<file path="src/rtl/l1_l2_arbiter_pkg.sv">
// Shared arbiter types for the L1->L2 Wishbone port: grant FSM states,
// requester identities and default line geometry.
package lc3b_types;

  typedef enum logic [1:0] {
    IDLE  = 2'd0,
    GNT_I = 2'd1,
    GNT_D = 2'd2
  } arb_state_t;

  typedef enum logic {
    REQ_ICACHE = 1'b0,
    REQ_DCACHE = 1'b1
  } requester_t;

  localparam int ARB_ADDR_W = 12;
  localparam int ARB_DATA_W = 128;
  localparam int ARB_SEL_W  = ARB_DATA_W / 8;
  localparam int STAT_W     = 32;

  // Round-robin choice from IDLE: on a tie the requester that was not
  // granted last wins, so the two caches alternate under contention.
  function automatic arb_state_t pick_grant(input logic       req_i,
                                            input logic       req_d,
                                            input requester_t last);
    if (req_i && req_d) return (last == REQ_ICACHE) ? GNT_D : GNT_I;
    if (req_i)          return GNT_I;
    if (req_d)          return GNT_D;
    return IDLE;
  endfunction

endpackage

</file>
<file path="src/rtl/sat_counter.sv">
// 32-bit style saturating event counter used by the arbiter statistics;
// only present when L1_L2_ARB_STATS_EN is defined.
`ifdef L1_L2_ARB_STATS_EN
module sat_counter #(
  parameter int W = 32
) (
  input  logic         CLK,
  input  logic         RST_N,
  input  logic         inc,
  output logic [W-1:0] count
);

  always_ff @(posedge CLK or negedge RST_N) begin
    if (!RST_N) begin
      count <= '0;
    end else if (inc && (count != {W{1'b1}})) begin
      count <= count + W'(1);
    end
  end

endmodule
`endif

</file>
<file path="src/rtl/l1_l2_arbiter.sv">
// Round-robin Wishbone arbiter sharing the L2 port between icache and dcache.
// Define L1_L2_ARB_STATS_EN to add grant/conflict statistics counters.
module l1_l2_arbiter
  import lc3b_types::*;
#(
  parameter int ADDR_W = ARB_ADDR_W,
  parameter int DATA_W = ARB_DATA_W,
  parameter int SEL_W  = ARB_SEL_W
) (
  input  logic              CLK,
  input  logic              RST_N,

  input  logic              i_CYC,
  input  logic              i_STB,
  input  logic              i_WE,
  input  logic [SEL_W-1:0]  i_SEL,
  input  logic [ADDR_W-1:0] i_ADR,
  input  logic [DATA_W-1:0] i_DAT_M,
  output logic [DATA_W-1:0] i_DAT_S,
  output logic              i_ACK,
  output logic              i_RTY,

  input  logic              d_CYC,
  input  logic              d_STB,
  input  logic              d_WE,
  input  logic [SEL_W-1:0]  d_SEL,
  input  logic [ADDR_W-1:0] d_ADR,
  input  logic [DATA_W-1:0] d_DAT_M,
  output logic [DATA_W-1:0] d_DAT_S,
  output logic              d_ACK,
  output logic              d_RTY,

  output logic              m_CYC,
  output logic              m_STB,
  output logic              m_WE,
  output logic [SEL_W-1:0]  m_SEL,
  output logic [ADDR_W-1:0] m_ADR,
  output logic [DATA_W-1:0] m_DAT_M,
  input  logic [DATA_W-1:0] m_DAT_S,
  input  logic              m_ACK,
  input  logic              m_RTY
`ifdef L1_L2_ARB_STATS_EN
  ,
  output logic [STAT_W-1:0] i_grant_cnt,
  output logic [STAT_W-1:0] d_grant_cnt,
  output logic [STAT_W-1:0] conflict_cnt
`endif
);

  logic       req_i;
  logic       req_d;
  arb_state_t state;
  arb_state_t state_nxt;
  requester_t last_grant;
  logic       enter_gnt_i;
  logic       enter_gnt_d;

  assign req_i = i_CYC & i_STB;
  assign req_d = d_CYC & d_STB;

  // A grant ends on ACK, RTY or the owner dropping CYC; IDLE always
  // separates two grants so every transfer sees one arbitration cycle.
  always_comb begin
    state_nxt = IDLE;
    case (state)
      IDLE:    state_nxt = pick_grant(req_i, req_d, last_grant);
      GNT_I:   state_nxt = (m_ACK || m_RTY || !i_CYC) ? IDLE : GNT_I;
      GNT_D:   state_nxt = (m_ACK || m_RTY || !d_CYC) ? IDLE : GNT_D;
      default: state_nxt = IDLE;
    endcase
  end

  assign enter_gnt_i = (state == IDLE) && (state_nxt == GNT_I);
  assign enter_gnt_d = (state == IDLE) && (state_nxt == GNT_D);

  always_ff @(posedge CLK or negedge RST_N) begin
    if (!RST_N) begin
      state      <= IDLE;
      last_grant <= REQ_ICACHE;
    end else begin
      state <= state_nxt;
      if (enter_gnt_i) last_grant <= REQ_ICACHE;
      if (enter_gnt_d) last_grant <= REQ_DCACHE;
    end
  end

  // Bus mux keyed only on the registered state: m_ACK can never reach
  // m_CYC without passing through the state flops.
  always_comb begin
    m_CYC   = 1'b0;
    m_STB   = 1'b0;
    m_WE    = 1'b0;
    m_SEL   = '0;
    m_ADR   = '0;
    m_DAT_M = '0;
    i_ACK   = 1'b0;
    i_RTY   = 1'b0;
    d_ACK   = 1'b0;
    d_RTY   = 1'b0;
    case (state)
      GNT_I: begin
        m_CYC   = i_CYC;
        m_STB   = i_STB;
        m_WE    = i_WE;
        m_SEL   = i_SEL;
        m_ADR   = i_ADR;
        m_DAT_M = i_DAT_M;
        i_ACK   = m_ACK;
        i_RTY   = m_RTY;
      end
      GNT_D: begin
        m_CYC   = d_CYC;
        m_STB   = d_STB;
        m_WE    = d_WE;
        m_SEL   = d_SEL;
        m_ADR   = d_ADR;
        m_DAT_M = d_DAT_M;
        d_ACK   = m_ACK;
        d_RTY   = m_RTY;
      end
      default: ;
    endcase
  end

  assign i_DAT_S = m_DAT_S;
  assign d_DAT_S = m_DAT_S;

`ifdef L1_L2_ARB_STATS_EN
  logic conflict;
  assign conflict = req_i & req_d;

  sat_counter #(.W(STAT_W)) u_i_grant_cnt (
    .CLK   (CLK),
    .RST_N (RST_N),
    .inc   (enter_gnt_i),
    .count (i_grant_cnt)
  );

  sat_counter #(.W(STAT_W)) u_d_grant_cnt (
    .CLK   (CLK),
    .RST_N (RST_N),
    .inc   (enter_gnt_d),
    .count (d_grant_cnt)
  );

  sat_counter #(.W(STAT_W)) u_conflict_cnt (
    .CLK   (CLK),
    .RST_N (RST_N),
    .inc   (conflict),
    .count (conflict_cnt)
  );
`endif

endmodule

</file>
<file path="config.mk">
export PLATFORM = sky130hd
export DESIGN_NAME = l1_l2_arbiter
export DESIGN_NICKNAME = d
export VERILOG_FILES = /design/src/rtl/l1_l2_arbiter_pkg.sv /design/src/rtl/sat_counter.sv /design/src/rtl/l1_l2_arbiter.sv
export SDC_FILE = /design/constraint.sdc
export NUM_CORES = 1
export LEC_CHECK = 0
export CORE_AREA = 2 2 343 345
export DETAILED_ROUTE_END_ITERATION = 10
export DIE_AREA = 0 0 345 347
export HOLD_SLACK_MARGIN = 0.06
export PLACE_DENSITY = 0.3
export SLEW_MARGIN = 5
export SYNTH_ARGS = -nofsm -noshare
export SYNTH_HDL_FRONTEND = slang
export SYNTH_SLANG_ARGS = --single-unit
</file>
<file path="constraint.sdc">
create_clock -name CLK -period 1.99 [get_ports CLK]
set_input_delay 0.398 -clock CLK [delete_from_list [all_inputs] [get_ports CLK]]
set_output_delay 0.398 -clock CLK [all_outputs]
set_load 0.02 [all_outputs]
</file>
==> metrics.yaml <==
status:
  status: "finished with violations"
  violations: "setup timing"
synth:
  postSynthNetCount: 1112
  ys_ff_latch: 3
  yosysSeqAreaShare_pct: 1.62
  synthCells: 658
  syn_area_per_cell_um2: 7.04
  synth_cell_types: 26
  synth_top_cell_area_share_pct: 41.5
  synth_top_area_cell: "buf_4"
  synth.area.top_cells: "buf_4 42%, a22oi_1 26%, nor2b_1 21%"
  synth_area_mm2: 0.00463
  yosysWarnings: 0
place:
  gp_congestion: 0.793
  hpwlAfterDp_mm: 52.0
  dp.cells: 2406
  pre_cts_slack_ns: -0.549
  port_buffers: 484
  placed_cell_area_mm2: 0.0108
layout:
  ff_latch_area_um2: 75.1
  area_delta_synth_final_pct: 199
  multiInputGateArea_mm2: 0.00375
  layout_common_cells: "320 x clkdlybuf4s50_1, 152 x a22oi_2, 138 x buf_12"
  fin_util_pct: 12.0
  fillers: 13200
  stdcell_count: 2508
  fin_nets: 1434
  drive_gt1_share_pct: 60.2
  final_common_cell: "clkdlybuf4s50_1"
  design_area_mm2: 0.0139
sta:
  skew_ns: 0.00112
  rsz0062_at_grt: "true"
  holdWs_ns: 0.390
  setup_viol: 160
  tns_ns: -34.02
  worst_pin_slew_ns: 0.409
  min_period_ns: 2.36
  post-route-period-util_pct: 118
  fmax_mhz: 425
  setup_ws_ns: -0.365
  finalHoldViolCount: 0
  slew_viol_final: 0
  slew_headroom_pct: 72.7
global_routing:
  globalRouteMet2Util_pct: 16.4
  busiest_layer: "met2"
  gr-usage-all-layers_pct: 10.0
  grt_overflow: 0
  antenna_found_initial: 23
  first_global_vias: 6689
  grt_max_degree: 28
  grt_util_met3_pct: 7.06
  grt_pass1_wl_mm: 77.3
  use_met1_pct: 10.7
critical_path:
  cp_cell_sequence: "buf_6 > ha_4 > buf_12 > buf_12 > buf_8 > buf_12 > a22oi_2 > nor2b_2 > buf_12"
  critPathKind: "register to output port"
  cp.arrival_ns: 1.96
  startpoint_type: "register"
  cp_common_cell: "buf_12"
  worstPathRequired_ns: 1.59
  max_stage_delay_ns: 0.39
  crit_fanout: 7
  endpoint_kind: "output port"
  worst_path_max_delay_cell: "dfrtp_1"
detailed_routing:
  drc: 0
  drtPass1Iterations: 4
  wl_mm: 63.8
  ant_nets: 0
  avgViaCountPerCell: 2.47
  vias: 6188
  initialDrtViolationCount: 268
  wire_per_inst_um: 25.4
floorplanning:
  fp.dieH_um: 347
  num_io_pins: 869
  die_x_um: 345
  die_area_mm2: 0.120
  start_util_pct: 4.00
  fp-row-count: 125
  core_area_mm2: 0.116
run:
  max_cap_viol_count: 0
min_path:
  hold_class: "primary input to async pin"
clocking:
  clock_latency_ns: 0.22
  htreeDepth: 1
  cts_hold_buf: 0
  cts_tree: "yes"
  clkTransAtPathRegs_ns: 0.03
  numCtsBuffers: 3
  clock_sinks: 3
  clockBufferDepth: 2
  cts_root_buf: "clkbuf_16"
pwr:
  ir_drop_mv: 0.344
  power_mw: 6.02
  p_leak_nw: 4.33
  powerDensity_mw_per_mm2: 435
sequential cells by signal, indices dropped and copies added (netlist names):
name,cells
last_grant,1
state,2
cells by family (layout without fill, tap and decap cells):
| group | count (synthesis) | count (layout) | share of synthesized area, % |
|---|---|---|---|
| AO/OA/AOI/OAI | 165 | 165 | 26.9 |
| adder cells (fa/ha/maj) | 4 | 4 | 1.08 |
| buffers and inverters | 313 | 634 | 46.8 |
| flip-flops | 3 | 3 | 1.62 |
| other | 0 | 5 | 0 |
| AND/OR/NAND/NOR | 173 | 173 | 23.6 |
power by group:
group / switching, mW / internal, mW / total [mW]
combinational: 2.39 / 3.22 / 5.61
clock: 0.0557 / 0.264 / 0.320
sequential: 0.0147 / 0.0762 / 0.0909
total: 2.46 / 3.56 / 6.02
repair_timing:
item / CTS / global route
pin swaps: 19 / 30
gates cloned: 21 / 11
setup endpoints to repair: 164 / 163
buffers inserted: 57 / 22
gates resized for setup: 640 / 97
worst max-delay path, delay by kind of cell, from the launching register on:
family / cells / cell delay (ns)
buffers and inverters: 6 / 0.82
DFF: 1 / 0.39
AOI/OAI and AO/OA: 1 / 0.23
adders and majority gates: 1 / 0.18
and+or+nand+nor: 1 / 0.09
routing by layer:
metal  part of all wire, %  routed length (µm)  up-vias
li1                      -                   -     2674
met1                    37               23600     2796
met2                    46               29500      616
met3                    15                9630       70
met4                   1.3                 855       32
met5                  0.30                 193        -
cell type report:
type / count / share of cell area (%)
repair buffers: 626 / 57.9
multi-input cells: 342 / 27.1
well taps: 1524 / 13.8
clock buffers: 4 / 0.569
flip-flops and latches: 3 / 0.542
inverters: 4 / 0.108
diodes: 5 / 0.0903
path summary, 6_finish.rpt:
path	from	end	slack, ns	cells past startpoint
setup / recovery	state[0]	m_DAT_M[87]	-0.37	9
hold / removal	RST_N	last_grant	0.39	1
setup reg to reg	state[0]	last_grant	0.10	8
hold reg to reg	last_grant	last_grant	0.60	2
max in group asynchronous	RST_N	state[1]	1.42	1
min in group CLK	last_grant	last_grant	0.60	2
synthesized netlist by cell type:
master	count
a22oi_1	158
dfrtp_1	3
clkbuf_1	30
a21boi_0	1
nand3_1	2
o22ai_1	1
and2_1	2
or2_1	1
inv_1	4
and2_2	2
a21oi_1	1
nand2b_1	1
o221ai_1	1
ha_1	4
or3b_1	1
a32oi_1	1
and3b_1	1
or4b_4	1
o221ai_2	1
o32a_1	1
buf_2	23
nand4b_1	1
or2_2	1
buf_4	256
nand2_1	2
nor2b_1	158
(Power assumes the default switching activity.)
